--- config.mk ---
export PLATFORM = sky130hd
export DESIGN_NAME = branch_cond_unit_flat
export DESIGN_NICKNAME = d
export VERILOG_FILES = /design/src/rtl/branch_cond_unit_if.sv /design/src/rtl/branch_cond_unit.sv /design/src/flat_wrapper.sv
export SDC_FILE = /design/constraint.sdc
export NUM_CORES = 1
export LEC_CHECK = 0
export CAP_MARGIN = 10
export CORE_ASPECT_RATIO = 1.2
export CORE_MARGIN = 1
export CORE_UTILIZATION = 30
export CTS_CLUSTER_SIZE = 20
export DETAILED_ROUTE_END_ITERATION = 10
export PLACE_DENSITY_LB_ADDON = 0.3
export REMOVE_ABC_BUFFERS = 1
export SYNTH_ARGS = -nofsm -noshare
export SYNTH_HDL_FRONTEND = slang
export SYNTH_SLANG_ARGS = --single-unit
export TNS_END_PERCENT = 5
--- constraint.sdc ---
create_clock -name CLK -period 3.2 [get_ports CLK]
set_clock_uncertainty 0.15 [all_clocks]
set_input_delay 0.64 -clock CLK [delete_from_list [all_inputs] [get_ports CLK]]
set_output_delay 0.64 -clock CLK [all_outputs]
set_load 0.05 [all_outputs]
--- src/rtl/branch_cond_unit_if.sv ---
// Bus bundle between the decode/ALU side and the branch condition unit.
// Clock and reset stay plain module ports; everything else travels here.
//
// Handshake: BR_VALID is a valid-only strobe with no ready return. A branch
// presented while FLUSH=1 or STALL=1 is not evaluated and is not retained.
// The producer is expected to kill or replay it. FLUSH is the only
// back-pressure this unit gives.
interface branch_cond_unit_if #(
    parameter int FLAGS_LENGTH = 5,
    parameter int PC_WIDTH     = 10,
    parameter int CNT_WIDTH    = 12
);
    // Inputs to the unit
    logic                    STALL;
    logic                    FLAGS_WE;
    logic [FLAGS_LENGTH-1:0] ALU_FLAGS;
    logic                    BR_VALID;
    logic [2:0]              BR_MODE;
    logic [FLAGS_LENGTH-1:0] IM_FLAGS;
    logic [PC_WIDTH-1:0]     BR_TARGET;
    logic                    LOOP_LOAD;
    logic [CNT_WIDTH-1:0]    LOOP_COUNT;

    // Outputs from the unit
    logic                    BRANCH_SEL;
    logic [PC_WIDTH-1:0]     BRANCH_PC;
    logic                    FLUSH;
    logic [FLAGS_LENGTH-1:0] FLAGS_Q;
    logic                    LOOP_ACTIVE;

    // Decode/ALU side: drives requests, observes the decision
    modport master (
        output STALL, FLAGS_WE, ALU_FLAGS, BR_VALID, BR_MODE, IM_FLAGS,
               BR_TARGET, LOOP_LOAD, LOOP_COUNT,
        input  BRANCH_SEL, BRANCH_PC, FLUSH, FLAGS_Q, LOOP_ACTIVE
    );

    // Branch condition unit side
    modport slave (
        input  STALL, FLAGS_WE, ALU_FLAGS, BR_VALID, BR_MODE, IM_FLAGS,
               BR_TARGET, LOOP_LOAD, LOOP_COUNT,
        output BRANCH_SEL, BRANCH_PC, FLUSH, FLAGS_Q, LOOP_ACTIVE
    );
endinterface

--- src/rtl/branch_cond_unit.sv ---
// Branch condition unit: registered flag file with same-cycle forwarding,
// eight-mode condition check against an immediate mask, a zero-overhead
// hardware loop counter, and a programmable flush window after taken branches.
// All outputs come straight from registers.
module branch_cond_unit #(
    parameter int FLAGS_LENGTH = 5,
    parameter int PC_WIDTH     = 10,
    parameter int CNT_WIDTH    = 12,
    parameter int FLUSH_CYCLES = 2     // legal 0..7, 0 disables flush
) (
    input  logic                CLK,
    input  logic                RST_N,
    branch_cond_unit_if.slave   bus
);

    typedef enum logic [2:0] {
        MODE_NEVER   = 3'd0,
        MODE_ALWAYS  = 3'd1,
        MODE_ANY     = 3'd2,
        MODE_ALL     = 3'd3,
        MODE_NONE    = 3'd4,
        MODE_NOT_ALL = 3'd5,
        MODE_LOOP    = 3'd6,
        MODE_RSVD    = 3'd7
    } br_mode_e;

    // The flush counter is 3 bits wide, which covers the whole legal range.
    localparam logic [2:0] FLUSH_INIT = 3'(FLUSH_CYCLES);

    // State registers and their next-state values
    logic [FLAGS_LENGTH-1:0] flags_q,      flags_d;
    logic [CNT_WIDTH-1:0]    loop_cnt_q,   loop_cnt_d;
    logic [2:0]              flush_cnt_q,  flush_cnt_d;
    logic                    branch_sel_q, branch_sel_d;
    logic [PC_WIDTH-1:0]     branch_pc_q,  branch_pc_d;

    // Decode helpers
    logic                    flush_active;
    logic                    flags_we_eff;
    logic                    eval_en;
    logic [FLAGS_LENGTH-1:0] eff_flags;
    logic [FLAGS_LENGTH-1:0] masked;
    logic                    any_hit;
    logic                    all_hit;
    logic                    loop_nz;
    logic                    cond_true;
    logic                    taken;
    logic                    loop_taken;
    br_mode_e                mode;

    // While the flush window is open, flag writes and branches are shadow
    // instructions and are dropped. Stall gating is applied at the registers.
    always_comb begin
        flush_active = (flush_cnt_q != 3'd0);
        flags_we_eff = bus.FLAGS_WE & ~flush_active;
        eval_en      = bus.BR_VALID & ~flush_active;
        mode         = br_mode_e'(bus.BR_MODE);
    end

    // Effective flags forward a same-cycle ALU write ahead of the register.
    always_comb begin
        eff_flags = flags_we_eff ? bus.ALU_FLAGS : flags_q;
        masked    = eff_flags & bus.IM_FLAGS;
        any_hit   = (masked != '0);
        // An all-zero mask makes ALL trivially true and NOT_ALL false.
        all_hit   = (masked == bus.IM_FLAGS);
        loop_nz   = (loop_cnt_q != '0);
    end

    // Condition evaluation for the selected mode
    always_comb begin
        cond_true = 1'b0;
        case (mode)
            MODE_NEVER:   cond_true = 1'b0;
            MODE_ALWAYS:  cond_true = 1'b1;
            MODE_ANY:     cond_true = any_hit;
            MODE_ALL:     cond_true = all_hit;
            MODE_NONE:    cond_true = ~any_hit;
            MODE_NOT_ALL: cond_true = ~all_hit;
            MODE_LOOP:    cond_true = loop_nz;
            MODE_RSVD:    cond_true = 1'b0;
            default:      cond_true = 1'b0;
        endcase
        taken      = eval_en & cond_true;
        loop_taken = taken & (mode == MODE_LOOP);
    end

    // Next-state values; STALL is applied where the registers update
    always_comb begin
        flags_d = flags_we_eff ? bus.ALU_FLAGS : flags_q;

        // A load beats a same-cycle decrement. The evaluation above still
        // uses the old count to decide taken/not taken.
        if (bus.LOOP_LOAD) begin
            loop_cnt_d = bus.LOOP_COUNT;
        end else if (loop_taken) begin
            loop_cnt_d = loop_cnt_q - CNT_WIDTH'(1);
        end else begin
            loop_cnt_d = loop_cnt_q;
        end

        // A taken branch opens the window. Otherwise the window counts down to zero.
        if (taken) begin
            flush_cnt_d = FLUSH_INIT;
        end else if (flush_active) begin
            flush_cnt_d = flush_cnt_q - 3'd1;
        end else begin
            flush_cnt_d = flush_cnt_q;
        end

        branch_sel_d = taken;
        branch_pc_d  = taken ? bus.BR_TARGET : branch_pc_q;
    end

    // State update: async clear, STALL freezes everything
    always_ff @(posedge CLK or negedge RST_N) begin
        if (!RST_N) begin
            flags_q      <= '0;
            loop_cnt_q   <= '0;
            flush_cnt_q  <= '0;
            branch_sel_q <= 1'b0;
            branch_pc_q  <= '0;
        end else if (!bus.STALL) begin
            flags_q      <= flags_d;
            loop_cnt_q   <= loop_cnt_d;
            flush_cnt_q  <= flush_cnt_d;
            branch_sel_q <= branch_sel_d;
            branch_pc_q  <= branch_pc_d;
        end
    end

    // Output views of the registered state
    always_comb begin
        bus.BRANCH_SEL  = branch_sel_q;
        bus.BRANCH_PC   = branch_pc_q;
        bus.FLUSH       = (flush_cnt_q != 3'd0);
        bus.FLAGS_Q     = flags_q;
        bus.LOOP_ACTIVE = (loop_cnt_q != '0);
    end

endmodule

--- src/flat_wrapper.sv ---
// flat-port wrapper written by rule: the top's interface ports become plain ports
module branch_cond_unit_flat 
#(
    parameter int FLAGS_LENGTH = 5,
    parameter int PC_WIDTH     = 10,
    parameter int CNT_WIDTH    = 12,
    parameter int FLUSH_CYCLES = 2                                    
)
  (CLK, RST_N, bus_STALL, bus_FLAGS_WE, bus_ALU_FLAGS, bus_BR_VALID, bus_BR_MODE, bus_IM_FLAGS, bus_BR_TARGET, bus_LOOP_LOAD, bus_LOOP_COUNT, bus_BRANCH_SEL, bus_BRANCH_PC, bus_FLUSH, bus_FLAGS_Q, bus_LOOP_ACTIVE);
  branch_cond_unit_if #(.FLAGS_LENGTH(FLAGS_LENGTH), .PC_WIDTH(PC_WIDTH), .CNT_WIDTH(CNT_WIDTH)) bus_i ();
  input  logic CLK;
  input  logic RST_N;
  input wire logic [$bits(bus_i.STALL)-1:0] bus_STALL;
  input wire logic [$bits(bus_i.FLAGS_WE)-1:0] bus_FLAGS_WE;
  input wire logic [$bits(bus_i.ALU_FLAGS)-1:0] bus_ALU_FLAGS;
  input wire logic [$bits(bus_i.BR_VALID)-1:0] bus_BR_VALID;
  input wire logic [$bits(bus_i.BR_MODE)-1:0] bus_BR_MODE;
  input wire logic [$bits(bus_i.IM_FLAGS)-1:0] bus_IM_FLAGS;
  input wire logic [$bits(bus_i.BR_TARGET)-1:0] bus_BR_TARGET;
  input wire logic [$bits(bus_i.LOOP_LOAD)-1:0] bus_LOOP_LOAD;
  input wire logic [$bits(bus_i.LOOP_COUNT)-1:0] bus_LOOP_COUNT;
  output wire logic [$bits(bus_i.BRANCH_SEL)-1:0] bus_BRANCH_SEL;
  output wire logic [$bits(bus_i.BRANCH_PC)-1:0] bus_BRANCH_PC;
  output wire logic [$bits(bus_i.FLUSH)-1:0] bus_FLUSH;
  output wire logic [$bits(bus_i.FLAGS_Q)-1:0] bus_FLAGS_Q;
  output wire logic [$bits(bus_i.LOOP_ACTIVE)-1:0] bus_LOOP_ACTIVE;
  assign bus_i.STALL = bus_STALL;
  assign bus_i.FLAGS_WE = bus_FLAGS_WE;
  assign bus_i.ALU_FLAGS = bus_ALU_FLAGS;
  assign bus_i.BR_VALID = bus_BR_VALID;
  assign bus_i.BR_MODE = bus_BR_MODE;
  assign bus_i.IM_FLAGS = bus_IM_FLAGS;
  assign bus_i.BR_TARGET = bus_BR_TARGET;
  assign bus_i.LOOP_LOAD = bus_LOOP_LOAD;
  assign bus_i.LOOP_COUNT = bus_LOOP_COUNT;
  assign bus_BRANCH_SEL = bus_i.BRANCH_SEL;
  assign bus_BRANCH_PC = bus_i.BRANCH_PC;
  assign bus_FLUSH = bus_i.FLUSH;
  assign bus_FLAGS_Q = bus_i.FLAGS_Q;
  assign bus_LOOP_ACTIVE = bus_i.LOOP_ACTIVE;
  branch_cond_unit #(.FLAGS_LENGTH(FLAGS_LENGTH), .PC_WIDTH(PC_WIDTH), .CNT_WIDTH(CNT_WIDTH), .FLUSH_CYCLES(FLUSH_CYCLES)) u_core (.CLK(CLK), .RST_N(RST_N), .bus(bus_i));
endmodule
# After elaboration in Yosys (flattened, before gate mapping)
# Cells that the tools add are included.
[totals]
register_bits = 31
input_bits = 41
output_inout_bits = 18
[classes]
add_sub_neg = 2
eq_ne = 8
n_mux = 6
bitwise_logic = 9
reduce_logical = 10
[ops]
columns = ["cell", "n"]
rows = [
  ["2-to-1 mux 12 bit", 2],
  ["equality test 3 bit (second input constant)", 4],
  ["nonzero test 12 bit", 1],
  ["subtractor 12 x 1 -> 12 bit (second input constant)", 1],
  ["one-hot mux 1 bit (7 select lines)", 1],
  ["equality test 3 x 2 -> 1 bit (second input constant)", 2],
  ["2-to-1 mux 3 bit", 2],
  ["AND reduction 2 bit", 3],
  ["bitwise AND 5 bit", 1],
  ["equality test 5 bit", 1],
  ["2-to-1 mux 5 bit", 1],
  ["nonzero test 5 bit", 1],
  ["bitwise AND 1 bit", 4],
  ["NOT 1 bit", 4],
  ["nonzero test 2 bit", 2],
  ["equality test 3 x 1 -> 1 bit (second input constant)", 1],
  ["logical NOT 3 bit", 1],
  ["nonzero test 3 bit", 1],
  ["subtractor 3 x 1 -> 3 bit (second input constant)", 1],
  ["OR reduction 2 bit", 1],
]

# Depth between registers and ports, before layout
# Gate-level depths: netlist of the first run.
[logic_depth]
ltp_word = 12
mapped_depth = 12
depth_no_buf = 11

# Least setup slack after synthesis of the first run
# No wires, ideal clock.
[synth_timing]
kind = "reg-to-reg"
from = "register u_core.loop_cnt_q[0]"
to = "register u_core.loop_cnt_q[4]"
setup_time_ns = 0.134
arrival_time_ns = 2.689
t_required_ns = 2.916
slack_ns = 0.227
path_stages_with_launch = 13
path_buffers = 1
cell_sequence = "dfrtp_1 inv_1 ha_1 or3b_1 or4_4 nor3_4 inv_1 a21oi_1 or2_0 buf_2 nor2b_1 o21ai_1 o21ai_0"
[synth_via]
elab_chain_len = 6
elab_cells_between_ends = 9
[synth_rtl]
columns = ["item", "line_no", "text"]
rows = [
  ["start: declaration", "branch_cond_unit.sv:32", "logic [CNT_WIDTH-1:0] loop_cnt_q, loop_cnt_d;"],
  ["start signal: assignment", "branch_cond_unit.sv:125", "loop_cnt_q <= loop_cnt_d;"],
  ["nonzero test 12 bit", "-", ""],
  ["via bus_LOOP_ACTIVE", "flat_wrapper.sv:26", "output wire logic [$bits(bus_i.LOOP_ACTIVE)-1:0] bus_LOOP_ACTIVE;"],
  ["one-hot mux 1 bit (7 select lines)", "branch_cond_unit.sv:73", "case (mode)"],
  ["bitwise AND 1 bit", "branch_cond_unit.sv:84", "taken = eval_en & cond_true;"],
  ["bitwise AND 1 bit", "branch_cond_unit.sv:85", "loop_taken = taken & (mode == MODE_LOOP);"],
  ["nonzero test 2 bit (no source line)", "-", ""],
  ["AND reduction 2 bit (no source line)", "-", ""],
]
# The timed path passes the listed nets, and every way through them passes these cells. The select of a mux whose other input is x is not followed.
# A chain may end at the register's enable or synchronous reset.

# Final worst setup path of the first run
[layout_timing]
from = "register u_core.loop_cnt_q[0]"
to = "output port bus_LOOP_ACTIVE"
[layout_via]
elab_chain_len = 1
[layout_rtl]
columns = ["item", "line_no", "text"]
rows = [
  ["nonzero test 12 bit", "branch_cond_unit.sv:138", "bus.LOOP_ACTIVE = (loop_cnt_q != '0);"],
  ["end: declaration", "flat_wrapper.sv:26", ""],
]
# Every way passes these cells.

==> out/summary.txt, run 1 <==
YOSYS
-------------------------------------------------------------------------------
#FFs+latches synth                                                           31
Top cells by area in the synthesized netlist                       dfrtp_1 (44%), mux2_4 (6.8%), a21oi_1 (4.6%)
Share of the synthesized area in the top cell type                        44.1%
Seq/Total Area, Yosys                                                     44.1%
FFs w/ async S/R, synth                                                    100%
EDFF count, synth                                                             0
Biggest area consumer among synthesized cells                           dfrtp_1
Netlist Area Pre-Place                                               1760 sq um
Yosys synthesis warning count                                                 0
Prevailing post-synth register cell                                     dfrtp_1
Mean instance size in the synthesized netlist                        9.93 sq um
Distinct cells, synth                                                        41
Number of instances in the synthesized netlist                              177

FINAL LAYOUT
-------------------------------------------------------------------------------
Final-stage net count                                                       291
Antenna cells                                                                 0
Area of combinational cells with multiple inputs                      912 sq um
Utilization after layout                                                  46.2%
Share of layout cells above drive strength 1                              17.7%
Fill cells                                                                  532
Area taken by flip-flops and latches                                  776 sq um
Layout overhead on the synthesized area                                   49.0%

PLACED DESIGN
-------------------------------------------------------------------------------
Sum of net half-perimeters after detailed placement                     2.96 mm
Number of buffers inserted by port buffering                                 58
Routability cong.                                                         0.743

STA
-------------------------------------------------------------------------------
Final total negative setup slack                                           0 ps
Final worst-path cycle share                                              95.9%
Setup repair after global routing missed its margin                       false
Final critical-path required period                                     3070 ps
Tightest Pin Transition                                                  499 ps
Max-slew headroom                                                         66.7%
Worst hold margin                                                        334 ps
Final setup violating endpoints                                               0
Maximum operating frequency                                             326 MHz
Final Hold Fails                                                              0
Number of pins with negative max-slew slack in the final report               0

DETAILED ROUTING
-------------------------------------------------------------------------------
Via density per instance                                                   4.65
Post-DR wirelength/cell                                                 12.3 um
Antenna Violating Nets Remaining                                              0
Iteration count of the initial detailed-routing pass                          4
Violation count after the first detailed-route iteration                     72
Overall via count from detail_route                                       1,524
Post-detailed-route DRC marker count                                          0
Total routed wirelength                                                 4.04 mm

FLOORPLAN
-------------------------------------------------------------------------------
Placement row count                                                          30
Overall die height                                                      85.9 um
Starting Density                                                          31.0%
# IOs                                                                        59
Area of the core region                                              5670 sq um
X dimension of the die                                                  71.9 um
Total die area                                                       6170 sq um

SETUP PATH
-------------------------------------------------------------------------------
Worst setup slack for register-to-register paths                         170 ps
Critical path's top delay family                                   simple AND/OR/NAND/NOR gates
Critical Path Stages                                                          7
Kind of critical path                                                   reg2out
Slowest Stage Delay on Critical Path                                     520 ps
Capture point of the critical path                                 bus_LOOP_ACTIVE
Data arrival time of the worst path                                     2280 ps
Worst-path cell with the longest stage delay                              or4_4
Worst Path Required                                                     2410 ps
Sort of element at the end of the critical path                    primary output
Reg-to-reg critical path endpoint                                  u_core.bus.BRANCH_PC[0]
Series of cell instances along the critical path                   inv_1, ha_1, or3b_4, or4_4, nor3_4, inv_1, buf_6
Buffering stage count on the worst path with inverters included               3
Most common cell on crit path                                             inv_1
Reg-to-Reg Start                                                   u_core.loop_cnt_q[0]
Critical Path Start                                                u_core.loop_cnt_q[0]
Type of origin of the critical path                                        flop
Critical-path maximum fanout                                                  5
Number of cells traversed by the worst register-to-register path             11

GLOBAL ROUTE
-------------------------------------------------------------------------------
First-pass GRT wire length                                              6.88 mm
Vias in the first global route                                            1,516
Global route total overflow                                                   0
Pin count of the biggest net entering global routing                         32
All-Layer GR Usage                                                        14.4%
Initial antenna violation count                                               0

POWER AND IR DROP
-------------------------------------------------------------------------------
Power density of the placed cells                                   840 nW/um^2
Net switching power                                                      905 uW
Max rail drop VDD                                                      0.389 mV
Share of power burned in registers                                        29.6%
Comb power frac                                                           52.2%
Internal power contribution                                             1.30 mW
PnR Total Power                                                         2.20 mW
Clock power frac                                                          18.2%
Leakage power total                                                     1.13 nW
Switching share of total power                                            41.1%

STATUS
-------------------------------------------------------------------------------
Run status                                                         finished, final reports clean

CLOCK NETWORK
-------------------------------------------------------------------------------
TritonCTS buffer count                                                        5
Clock buffer depth                                                            2
CTS H-Tree Depth                                                              2
Clock slew at reported path FFs                                           70 ps
Insertion delay to the later sink of the worst-skew pair                 280 ps
Cell at the root of the clock tree                                     clkbuf_8
CTS tree                                                                    yes
Sink count of the clock tree                                                 31

MIN PATH
-------------------------------------------------------------------------------
HP Class                                                                reg2reg

FLOW RUN
-------------------------------------------------------------------------------
MaxCap Viol Count                                                             0

## worst register-to-register path, delay by kind of cell, from the launching register on
family                   cells  cell delay (ps)
flip-flops                   1              420
AO/OA/AOI/OAI                2              180
buffers and inverters        3              380
adder cells (fa/ha/maj)      1              170
multiplexers                 2              520
AND/OR/NAND/NOR              3             1090
## metrics by stage
stage	area (sq um)	instances	setup WS, ps
floorplan	1730	171	-107
global placement	2480	319	57.6
detailed placement	2480	319	-0.763
CTS	2600	327	88.2
global route	2620	328	1.53
finish	2620	328	130
## Yosys cell counts (all sizes together) (4+ instances only)
master / count
nor3: 8
a21oi: 16
nor2b: 4
nand2: 10
o21ai: 16
dfrtp: 31
xnor2: 5
mux2i: 6
inv: 13
nor2: 15
clkbuf: 4
mux2: 15
## per-layer routing
metal | up-vias | routed length (um) | GRT usage, %
li1 | 767 | - | -
met1 | 714 | 1870 | 17.9
met2 | 36 | 1940 | 23.8
met3 | 7 | 157 | 3.41
met4 | 0 | 78 | 6.42
met5 | - | 0 | 0
## power by group through the flow
stage                     Clock [mW]  Sequential [mW]  Combinational, mW
after global routing           0.427            0.675               1.23
after floorplan                    0            0.987              0.430
after CTS                      0.413            0.653               1.15
final                          0.399            0.652               1.15
after global placement             0            0.658               1.13
after detailed placement           0            0.654               1.15
## cell type report
class	count	area share, %
flip-flops and latches	31	29.6
clock buffers	6	3.15
clock inverters	2	1.34
well taps	80	3.82
inverters	13	1.86
multi-input cells	127	34.8
repair buffers	69	25.4
## cell families (layout without fill, tap and decap cells)
kind of cell / count (synthesis) / in the layout / synth area share [%]
AOI/OAI and AO/OA: 47 / 47 / 16.2
xor gates and xnor gates: 5 / 5 / 2.49
adders and majority gates: 3 / 3 / 2.14
buffers and inverters: 19 / 90 / 4.55
DFF: 31 / 31 / 44.1
muxes: 21 / 21 / 14.9
and+or+nand+nor: 51 / 51 / 15.6
## timing repair
item | in CTS | in global routing
buffers inserted | 0 | 1
setup endpoints to repair | 0 | 9
gates resized for setup | 0 | 4
hold buffers | 0 | 0
## cells in the final DEF, fill, tap and decap left out, types with 2 or more instances in the layout
master / count
a211oi_1: 2
a21boi_1: 2
a21oi_1: 16
buf_4: 11
clkbuf_8: 6
clkdlybuf4s50_1: 57
dfrtp_1: 31
ha_1: 3
inv_1: 13
mux2_1: 2
mux2_2: 5
mux2_4: 8
mux2i_1: 5
nand2_1: 9
nor2_1: 15
nor2b_1: 4
nor3_1: 6
nor3b_1: 2
nor4_1: 2
o21ai_0: 9
o21ai_1: 7
o22ai_1: 3
or2_2: 2
or4_4: 2
xnor2_1: 5
## worst min path at each step
stage / startpoint / to / cells after the start
2_1_floorplan: RST_N / u_core.bus.BRANCH_PC[0] / 0
3_3_place_gp: u_core.bus.BRANCH_PC[0] / u_core.bus.BRANCH_PC[0] / 1
3_5_place_dp: u_core.bus.BRANCH_SEL / u_core.bus.BRANCH_SEL / 2
4_1_cts: u_core.bus.BRANCH_SEL / u_core.bus.BRANCH_SEL / 2
5_1_grt: u_core.bus.BRANCH_PC[0] / u_core.bus.BRANCH_PC[0] / 1
6_report: u_core.bus.BRANCH_SEL / u_core.bus.BRANCH_SEL / 2
## registers in the layout, indices dropped and copies added (netlist names)
register	count
u_core.loop_cnt_q	12
u_core.bus.FLAGS_Q	5
u_core.bus.BRANCH_SEL	1
u_core.flush_cnt_q	3
u_core.bus.BRANCH_PC	10
No activity file was read; power rests on OpenSTA's default activity.
==> run 2: changes to the inputs <==
--- a/config.mk
+++ b/config.mk
@@ -16,4 +16,3 @@
 export SYNTH_ARGS = -nofsm -noshare
 export SYNTH_HDL_FRONTEND = slang
 export SYNTH_SLANG_ARGS = --single-unit
-export TNS_END_PERCENT = 5
==> results of run 2 <==
The final DEF is identical to that of run 1; final timing and power are the same.
